$ cat src/rtl/uart_pkg.sv
// uart_pkg: frame FSM encoding and default sizing shared by the UART receiver and transmitter
package uart_pkg;
   typedef enum logic [1:0] {S_Idle, S_Start, S_Data, S_Stop} uart_state_t;
   localparam int DWL_DEFAULT        = 8;
   localparam int OVERSAMPLE_DEFAULT = 16;
endpackage

$ cat src/rtl/uart_sync2.sv
// uart_sync2: two-flop synchroniser for an asynchronous input, resets to 1 (idle line level)
module uart_sync2 (
   input  logic CLK,
   input  logic RST,
   input  logic d,
   output logic q
);
   logic [1:0] sync_q, sync_d;
   always_comb sync_d = {sync_q[0], d};
   always_ff @(posedge CLK) sync_q <= RST ? 2'b11 : sync_d;
   assign q = sync_q[1];
endmodule

$ cat src/rtl/uart_rx.sv
// uart_rx: oversampled UART receiver (8N1-style, DWL data bits LSB first) with valid/ack handoff and error flags
module uart_rx
   import uart_pkg::*;
#(
   parameter int DWL        = DWL_DEFAULT,
   parameter int OVERSAMPLE = OVERSAMPLE_DEFAULT
) (
   input  logic           CLK,
   input  logic           RST,
   input  logic           EN,
   input  logic           serialData,
   input  logic           RE,
   output logic [DWL-1:0] parallelData,
   output logic           VALID,
   output logic           FERR,
   output logic           OERR,
   output logic           BUSY
);
   localparam int TW = $clog2(OVERSAMPLE);
   localparam int BW = $clog2(DWL);
   localparam logic [TW-1:0] T_HALF = TW'(OVERSAMPLE / 2 - 1);
   localparam logic [TW-1:0] T_LAST = TW'(OVERSAMPLE - 1);
   localparam logic [BW-1:0] B_LAST = BW'(DWL - 1);

   logic           rx_s;
   uart_state_t    state_q, state_d;
   logic           armed_q, armed_d;
   logic [TW-1:0]  tick_q, tick_d;
   logic [BW-1:0]  bit_idx_q, bit_idx_d;
   logic [DWL-1:0] shreg_q, shreg_d;
   logic [DWL-1:0] data_q, data_d;
   logic           valid_q, valid_d;
   logic           ferr_q, ferr_d;
   logic           oerr_q, oerr_d;

   uart_sync2 u_sync (.CLK(CLK), .RST(RST), .d(serialData), .q(rx_s));

   always_comb begin
      state_d   = state_q;
      armed_d   = armed_q;
      tick_d    = tick_q;
      bit_idx_d = bit_idx_q;
      shreg_d   = shreg_q;
      data_d    = data_q;
      valid_d   = RE ? 1'b0 : valid_q;
      oerr_d    = RE ? 1'b0 : oerr_q;
      ferr_d    = 1'b0;
      if (EN) begin
         if (rx_s) armed_d = 1'b1;
         case (state_q)
            S_Idle:
               if (armed_q && !rx_s) begin
                  state_d = S_Start;
                  tick_d  = '0;
                  armed_d = 1'b0;
               end
            S_Start:
               if (tick_q == T_HALF) begin
                  state_d   = rx_s ? S_Idle : S_Data;
                  tick_d    = '0;
                  bit_idx_d = '0;
               end else tick_d = tick_q + TW'(1);
            S_Data:
               if (tick_q == T_LAST) begin
                  shreg_d   = {rx_s, shreg_q[DWL-1:1]};
                  tick_d    = '0;
                  state_d   = (bit_idx_q == B_LAST) ? S_Stop : S_Data;
                  bit_idx_d = (bit_idx_q == B_LAST) ? bit_idx_q : bit_idx_q + BW'(1);
               end else tick_d = tick_q + TW'(1);
            S_Stop:
               if (tick_q == T_LAST) begin
                  state_d = S_Idle;
                  if (rx_s) begin
                     data_d  = shreg_q;
                     valid_d = 1'b1;
                     if (valid_q && !RE) oerr_d = 1'b1;
                  end else begin
                     ferr_d  = 1'b1;
                     // a line still low after a bad stop is a break; wait for it to go high before rearming
                     armed_d = 1'b0;
                  end
               end else tick_d = tick_q + TW'(1);
         endcase
      end
   end

   always_ff @(posedge CLK) begin
      if (RST) begin
         state_q   <= S_Idle;
         armed_q   <= 1'b0;
         tick_q    <= '0;
         bit_idx_q <= '0;
         shreg_q   <= '0;
         data_q    <= '0;
         valid_q   <= 1'b0;
         ferr_q    <= 1'b0;
         oerr_q    <= 1'b0;
      end else begin
         state_q   <= state_d;
         armed_q   <= armed_d;
         tick_q    <= tick_d;
         bit_idx_q <= bit_idx_d;
         shreg_q   <= shreg_d;
         data_q    <= data_d;
         valid_q   <= valid_d;
         ferr_q    <= ferr_d;
         oerr_q    <= oerr_d;
      end
   end

   assign parallelData = data_q;
   assign VALID        = valid_q;
   assign FERR         = ferr_q;
   assign OERR         = oerr_q;
   assign BUSY         = state_q != S_Idle;
endmodule
$ cat config.mk
export PLATFORM = sky130hd
export DESIGN_NAME = uart_rx
export DESIGN_NICKNAME = d
export VERILOG_FILES = /design/src/rtl/uart_pkg.sv /design/src/rtl/uart_sync2.sv /design/src/rtl/uart_rx.sv
export SDC_FILE = /design/constraint.sdc
export NUM_CORES = 1
export LEC_CHECK = 0
export BUFFER_PORTS_ARGS = -buffer_cell sky130_fd_sc_hd__buf_2
export CORE_MARGIN = 4
export CORE_UTILIZATION = 59
export CTS_BUF_LIST = sky130_fd_sc_hd__clkbuf_8
export DETAILED_ROUTE_END_ITERATION = 6
export PLACE_DENSITY = 0.79
export SLEW_MARGIN = 40
export SYNTH_ARGS = -nofsm -noshare
export SYNTH_HDL_FRONTEND = slang
export SYNTH_SLANG_ARGS = --single-unit
$ cat constraint.sdc
create_clock -name CLK -period 2 [get_ports CLK]
set_input_delay 0.1 -clock CLK [delete_from_list [all_inputs] [get_ports CLK]]
set_output_delay 0.1 -clock CLK [all_outputs]
set_load 0.1 [all_outputs]
# --- Word level (Yosys, flattened, before mapping) ---
# Cells that the tools add are included.
classes:
  add_sub_neg: 2
  eq_ne: 12
  n_mux: 33
  n_bitwise: 3
  n_reduce_logical: 13
op_table:
  columns: ["op", "count"]
  rows:
  - ["$mux W1", 17]
  - ["$mux W4", 4]
  - ["$pmux W4 S4", 1]
  - ["$ne A2 B2 Y1 const B", 6]
  - ["$mux W2", 5]
  - ["$reduce_and A5 Y1", 2]
  - ["$mux W3", 3]
  - ["$pmux W2 S4", 1]
  - ["$pmux W3 S2", 1]
  - ["$reduce_and A3 Y1", 2]
  - ["$add A4 B1 Y4 const B", 1]
  - ["$eq A2 B2 Y1 const B", 2]
  - ["$eq A4 B3 Y1 const B", 1]
  - ["$eq A4 B4 Y1 const B", 1]
  - ["$reduce_and A4 Y1", 1]
  - ["$reduce_bool A2 Y1", 2]
  - ["$reduce_or A4 Y1", 1]
  - ["$add A3 B1 Y3 const B", 1]
  - ["$eq A3 B3 Y1 const B", 1]
  - ["$not A1 Y1", 3]
  - ["$eq A2 B1 Y1 const B", 1]
  - ["$logic_and A1 B1 Y1", 2]
  - ["$logic_not A1 Y1", 2]
  - ["$logic_not A2 Y1", 1]
  - ["$pmux W1 S2", 1]
word_totals:
  reg_bits: 31
  input_bits: 5
  word_cells: 73

# --- Depth between registers and ports, before layout ---
# Gate-level depths: netlist (run 1).
depth:
  depth_word: 7
  depth_mapped: 7
  ltp_nobuf: 6

# --- Modules after synthesis ---
# A second synthesis (run 1) with hierarchy kept.
unflattened:
  hier_cells: 148
  hier_area_um2: 1415.1
modules_own_cells:
  columns: ["module", "instances", "cells_each", "area_each_um2", "seq_area_each_um2"]
  rows:
  - ["uart_rx", 1, 144, 1362.6, 580.6]
  - ["uart_sync2", 1, 4, 52.6, 40.0]

# --- Least setup slack after synthesis (run 1) ---
# No wires, ideal clock.
synth_timing:
  path_kind: "register to register"
  from: "reg state_q[0]"
  to: "reg tick_q[2]"
  setup_ps: 132
  arrival_time_ps: 1864
  required_time_ps: 1868
  setup_slack_ps: 4
  stages_incl_launch_ff: 7
  n_path_buf: 0
  period_less_slack_ps: 1996
  path_cell_list: "dfxtp_1 -> inv_1 -> ha_1 -> inv_1 -> o211ai_1 -> o21ai_0 -> a21oi_1"
synth_between:
  elab_chain_len: 3
  elab_cells_between_ends: 8
  classes_between: "eq/ne (5); mux (1); reduce/logical (2)"
synth_lines:
  columns: ["item", "line_no", "text"]
  rows:
  - ["from (decl)", "uart_rx.sv:26", "uart_state_t state_q, state_d;"]
  - ["from (signal assigned)", "uart_rx.sv:89", "state_q <= S_Idle;"]
  - ["from (signal assigned)", "uart_rx.sv:99", "state_q <= state_d;"]
  - ["$eq A2 B2 Y1 or $logic_not A2 Y1 (tied branches)", "uart_rx.sv:50", "case (state_q)"]
  - ["$ne A2 B2 Y1 (no line)", null, null]
  - ["$reduce_and A3 Y1 (no line)", null, null]
  - ["to (signal assigned)", "uart_rx.sv:101", "tick_q <= tick_d;"]
  - ["to (decl)", "uart_rx.sv:28", "logic [TW-1:0] tick_q, tick_d;"]
# Several ways; a longest one is shown, not always the timed one.
# A chain may end at the register's enable or synchronous reset.

==> results of run 1 <==
-- power breakdown --
| part | leakage (nW) | switching (mW) | internal (mW) | total (mW) |
|---|---|---|---|---|
| registers | 0.250 | 0.00319 | 0.622 | 0.625 |
| logic | 0.481 | 0.0277 | 0.0142 | 0.0419 |
| clock network | 0.0470 | 0.211 | 0.269 | 0.480 |
-- metrics by stage --
stage | hold slack [ns] | util | area [um^2] | setup WS, ns | instances
2_1_floorplan | 0.177 | - | 1420 | 0.00396 | 148
3_3_place_gp | 0.273 | 0.663 | 1500 | 0.242 | 185
3_5_place_dp | 0.277 | 0.663 | 1500 | 0.122 | 185
4_1_cts | 0.215 | 0.711 | 1600 | 0.114 | 194
5_1_grt | 0.249 | 0.712 | 1610 | 0.0586 | 194
6_report | 0.229 | 0.712 | 1610 | 0.167 | 194
-- worst min-delay path by stage --
| stage | startpoint | end | depth (start not counted) |
|---|---|---|---|
| after floorplan | RE | OERR | 1 |
| after CTS | EN | armed_q | 3 |
| final | EN | armed_q | 3 |
| after detailed placement | RE | OERR | 2 |
| after global routing | EN | armed_q | 3 |
| after global placement | RE | OERR | 2 |
-- per-layer routing --
layer	wire, um	up-vias	part of all wire	GRT usage
met4	33	0	0.012	0.0695
met1	1200	533	0.44	0.226
li1	-	560	-	-
met5	0	-	0	0
met2	1330	31	0.49	0.310
met3	153	5	0.056	0.0792
-- Yosys cell counts (all sizes together) (2+ instances only) --
cell,count,area (um^2)
a21oi,8,40.0
and3,2,12.5
buf,4,28.8
clkbuf,4,15.0
dfxtp,31,621
ha,7,87.6
inv,4,15.0
mux2i,17,170
nand2,10,37.5
nand2b,2,12.5
nand3,4,25.0
nand4,3,18.8
nor2,16,60.1
nor2b,3,18.8
nor3,5,25.0
nor3b,2,20.0
o211ai,2,15.0
o21ai,3,15.0
or2,4,25.0
-- cell families after synthesis --
logic type	Yosys count
fa+ha+maj	7
compound gates	24
mux	18
flops	31
simple gates	56
buf+inv	12
-- critical path: stages, from the launching register on --
cell                        delay (ns)
sky130_fd_sc_hd__dfxtp_1          0.37
sky130_fd_sc_hd__inv_1            0.08
sky130_fd_sc_hd__ha_1             0.27
sky130_fd_sc_hd__and4bb_1         0.32
sky130_fd_sc_hd__o2111ai_2        0.17
sky130_fd_sc_hd__or3b_1           0.41
sky130_fd_sc_hd__a21oi_1          0.15
-- sequential cells by signal, summed over array words and instances, names as in the netlist, named ones only --
register,count
tick_q,4
FERR,1
bit_idx_q,3
armed_q,1
VALID,1
OERR,1
u_sync.sync_q,2
state_q,1
parallelData,8
shreg_q,8
-- what timing repair did --
action                     4_1_cts  5_1_grt
setup endpoints to repair        0        1
hold endpoints to repair         2        0
hold buffers                     2        0
gates resized for setup          0        1
-- area by class of cell --
| type | count | area, um^2 |
|---|---|---|
| clock buffer | 6 | 82.6 |
| clock inverter | 1 | 5.00 |
| fill | 178 | 649 |
| inverter | 4 | 15.0 |
| multi-input combinational | 105 | 739 |
| sequential | 31 | 621 |
| tap | 28 | 35.0 |
| timing repair buffer | 19 | 108 |
==> impl_metrics.toml, run 1 <==
[worst_setup_path]
ff2ff_setup_slack_ns = 0.17
rr_worst_depth = 6
critical_path.max_fanout = 7
path_class = "reg2reg"
startpoint_type = "flop"
critical_path_required_ns = 2.21
reg2reg_to = "bit_idx_q[0]"
endpoint_kind = "flop"
critPathArrivalTime_ns = 2.04
setup.worst_path.end = "bit_idx_q[0]"

[logic_synthesis]
cell_area_after_synthesis_um2 = 1420
synth.mux.area_fraction = 0.128
post_syn_area_per_cell_um2 = 9.57
yosys.area_share.adder = 0.0618
synthesized_area_fraction_occupied_by_ao_oa_aoi_and_oai_cells = 0.119
mapped_nets = 160
synthesis.instances = 148
synth_enable_flop_cells = 0
synth-async-reset-ratio = 0
synth-simple-area-share = 0.211
synth-warning-count = 0
synth_sequential_area_ratio = 0.438
post_synth_num_cell_types = 42
synth_flop_cell = "sky130_fd_sc_hd__dfxtp_1"
xor_and_xnor_fraction_of_the_mapped_netlist_area = 0
post_synthesis_sequential_element_count = 31
synth_top_family_by_area = "simple AND/OR/NAND/NOR gates"

[die]
row_count = 17
coreArea_um2 = 2250
fp.dieW_um = 57.0
die-height_um = 57.0
start_util = 0.628
floorplan.die_area_um2 = 3250
boundaryPins = 17

[cts]
clk_path_buf_depth = 2
clkSinkCount = 31
clkLatencyLatePin_ns = 0.28
numCtsBuffers = 5
clkSlewWorstSetupHoldPaths_ns = 0.06
cts_root_buffer = "sky130_fd_sc_hd__clkbuf_8"
post-cts-setup-buffer-count = 0
cts_tree = "done"
cts.htree.levels = 2

[route]
detailroute.via_count = 1129
drt-total-wl_mm = 2.72
via_per_inst = 5.82
postRouteAntennaNets = 0
detail_route.first_pass.iterations = 4
route.detailed.drc = 0
detailedRoute.firstIterationViolations = 46
routed_wire_length_per_instance_um = 14.0

[global_routing]
pin_count_of_the_biggest_net_entering_global_routing = 30
grt_antenna_before_repair = 0
globalRoute.totalOverflow = 0
grt_util_all_layers = 0.191
grt_first_pass_wirelength_mm = 4.86
number_of_global_route_vias_before_repair = 1101

[timing]
timing.slew.headroom = 0.672
setup_violations = 0
skew_final_ns = 0.00506
rsz0062_at_grt = "no"
fin_tns_setup_ns = 0
slew_viol_final = 0
period_share = 0.917
tightestPinTransition_ns = 0.492
max_frequency_mhz = 545
post-route-min-period_ns = 1.83
final-hold-violation-count = 0

[power_and_ir_drop]
total_leakage_power_nw = 0.778
pwr_density_cell_nw_per_um2 = 715
power_mw = 1.15
worst_ir_drop_vdd_mv = 0.677

[finish]
most_frequent_standard_cell_in_the_layout_excluding_fill_and_tap_cells = "sky130_fd_sc_hd__dfxtp_1"
post_route_cells_drive_above_1_share = 0.181
commonest_non_fill_non_tap_cells_in_the_layout = "31 x sky130_fd_sc_hd__dfxtp_1, 17 x sky130_fd_sc_hd__mux2i_1, 16 x sky130_fd_sc_hd__nor2_1, 16 x sky130_fd_sc_hd__buf_2, 10 x sky130_fd_sc_hd__nand2_1"
number_of_nets_in_the_layout = 178
antenna_cells_inserted = 0
area.growth.synth_to_final_pct = 13.3

[placed_design]
place.gp.congestion = 0.918
place.port_buffers = 16
place.detailed.hpwl_mm = 1.84

[outcome]
run_status = "finished clean"

[hold_path]
hold_path_class = "in2reg"

[run]
max_cap_violations = 0
Note: power is estimated with default switching activity, not from simulation.
==> run 2: changes to the inputs <==
--- a/config.mk
+++ b/config.mk
@@ -7,10 +7,9 @@
 export LEC_CHECK = 0
 export BUFFER_PORTS_ARGS = -buffer_cell sky130_fd_sc_hd__buf_2
 export CORE_MARGIN = 4
-export CORE_UTILIZATION = 59
-export CTS_BUF_LIST = sky130_fd_sc_hd__clkbuf_8
+export CORE_UTILIZATION = 56
 export DETAILED_ROUTE_END_ITERATION = 6
-export PLACE_DENSITY = 0.79
+export PLACE_DENSITY = 0.75
 export SLEW_MARGIN = 40
 export SYNTH_ARGS = -nofsm -noshare
 export SYNTH_HDL_FRONTEND = slang
==> run 2 against run 1 <==
Fmax is 2.5% lower. Sequential cell count is the same. Global-route usage fell by 2.2 points. Die area is 4.6% higher.
==> impl_metrics.toml, run 2 (synthesis gave the netlist of run 1 again) <==
[route]
via_per_inst = 5.72
routed_wire_length_per_instance_um = 13.8
route.detailed.drc = 0
detailroute.via_count = 1115
drt-total-wl_mm = 2.69
detail_route.first_pass.iterations = 4
detailedRoute.firstIterationViolations = 45
postRouteAntennaNets = 0

[worst_setup_path]
endpoint_kind = "primary output"
timing.critical_path.slowest_cell_delay_ns = 0.46
critical_path_required_ns = 1.90
ff2ff_setup_slack_ns = 0.14
rr_worst_depth = 6
cp_slowest_cell = "sky130_fd_sc_hd__buf_2"
delay_heaviest_family_cp = "buffers and inverters"
critPathArrivalTime_ns = 1.78
critPathBufInv = 3
crit_path_cell_trace = "inv_1 > ha_1 > inv_1 > buf_2"
cpMostUsedCell = "sky130_fd_sc_hd__inv_1"
startpoint_type = "flop"
path_class = "reg2out"
reg2reg_to = "bit_idx_q[0]"
critical_path.max_fanout = 6

[finish]
number_of_nets_in_the_layout = 178
multi_input_gate_area_um2 = 739
finalNonFillerCells = 195
antenna_cells_inserted = 0
most_frequent_standard_cell_in_the_layout_excluding_fill_and_tap_cells = "sky130_fd_sc_hd__dfxtp_1"
area.sequential_um2 = 621
commonest_non_fill_non_tap_cells_in_the_layout = "31 x sky130_fd_sc_hd__dfxtp_1, 17 x sky130_fd_sc_hd__mux2i_1, 16 x sky130_fd_sc_hd__nor2_1, 16 x sky130_fd_sc_hd__buf_2, 10 x sky130_fd_sc_hd__nand2_1"
fin_area_um2 = 1600
area.growth.synth_to_final_pct = 13.3
fillCellCount = 193
post_route_cells_drive_above_1_share = 0.186

[placed_design]
dpl-instance-area_um2 = 1500
dp.cells = 185
place.detailed.hpwl_mm = 1.82
place.gp.congestion = 0.885
place.port_buffers = 16

[timing]
rsz0062_at_grt = "no"
final-hold-violation-count = 0
hold-worst-slack_ns = 0.173
timing.slew.headroom = 0.652
period_share = 0.940
slew_viol_final = 0
tightestPinTransition_ns = 0.522
skew_final_ns = 0.0127
max_frequency_mhz = 532
setup_violations = 0
post-route-min-period_ns = 1.88
fin_tns_setup_ns = 0

[power_and_ir_drop]
proportion_of_power_drawn_by_flip_flops_and_latches = 0.530
total_leakage_power_nw = 0.779
worst_ir_drop_vdd_mv = 0.638
power_mw = 1.18
p_sw_frac = 0.211
share_comb_of_total_power = 0.036
power.clock.fraction = 0.435
p_int_mw = 0.930
pwr_density_cell_nw_per_um2 = 735
power.switching_mw = 0.248

[cts]
cts.htree.levels = 2
numCtsBuffers = 5
clk_path_buf_depth = 2
cts_tree = "done"
clkSlewWorstSetupHoldPaths_ns = 0.10
cts_root_buffer = "sky130_fd_sc_hd__clkbuf_4"
post-cts-setup-buffer-count = 0
clkSinkCount = 31
clkLatencyLatePin_ns = 0.33

[die]
floorplan.die_area_um2 = 3400
start_util = 0.611
row_count = 17
die-height_um = 58.3
boundaryPins = 17
fp.dieW_um = 58.3
coreArea_um2 = 2320

[hold_path]
hold_path_class = "in2reg"
hold-path-endpoint = "armed_q"
holdCritStartpoint = "EN"
min_path_cells = 3

[global_routing]
pin_count_of_the_biggest_net_entering_global_routing = 30
grt_first_pass_wirelength_mm = 4.41
grt_util_all_layers = 0.168
globalRoute.totalOverflow = 0
number_of_global_route_vias_before_repair = 1018
grt_antenna_before_repair = 0

[run]
max_cap_violations = 0

[outcome]
run_status = "finished clean"
-- run 2: changes by cell type in the layout (fill, tap and decap cells not counted), sizes merged --
cell / delta
bufinv: +1
-- run 2: what timing repair did --
action / in CTS / in global routing
resized for setup: 0 / 1
endpoints found under the setup margin: 0 / 1
hold buffers: 2 / 0
endpoints found under the hold margin: 2 / 0
-- run 2: worst register-to-register path, stage by stage (launching register included) --
cell and delay, ns:
sky130_fd_sc_hd__dfxtp_1 0.41, sky130_fd_sc_hd__inv_1 0.09, sky130_fd_sc_hd__ha_1 0.26, sky130_fd_sc_hd__and4bb_1 0.32, sky130_fd_sc_hd__o2111ai_2 0.17, sky130_fd_sc_hd__or3b_1 0.41, sky130_fd_sc_hd__a21oi_1 0.14
-- run 2: how the worst max path moves through the flow --
stage / start / end / slack (ns) / cells after the start
finish: state_q[0] / BUSY / 0.12 / 4
global route: flop / bit_idx_q[0] / 0.006 / 6
CTS: state_q[0] / bit_idx_q[0] / 0.07 / 6
detailed placement: state_q[0] / bit_idx_q[0] / 0.12 / 6
global placement: state_q[0] / bit_idx_q[0] / 0.23 / 6
floorplan: state_q[0] / tick_q[2] / 0.004 / 6
-- run 2: power groups by stage --
stage,clock network (mW),logic [mW],registers [mW]
after global routing,0.550,0.0452,0.625
after floorplan,0,0.0296,0.637
after CTS,0.523,0.0415,0.624
after detailed placement,0,0.0382,0.638
after global placement,0,0.0376,0.638
final,0.512,0.0420,0.624
-- run 2: stage by stage --
stage / utilization / worst slack (ns)
after floorplan: - / 0.00396
after global placement: 0.645 / 0.227
after CTS: 0.691 / 0.0679
after detailed placement: 0.645 / 0.120
after global routing: 0.692 / 0.00578
final: 0.692 / 0.120
-- run 2: cell type report --
cell class                      count  share of cell area
Timing Repair Buffer               19              0.0671
Inverter                            4             0.00936
Sequential cell                    31               0.387
Multi-Input combinational cell    105               0.461
Tap cell                           28              0.0218
Clock buffer                        6              0.0320
Clock inverter                      2              0.0218
-- run 2: layer usage --
layer  GRT usage  vias up  wire length (um)
met5           0        -                 0
met3      0.0680        8               161
met2       0.258       32              1180
li1            -      564                 -
met1       0.209      511              1300
met4      0.0695        0                46
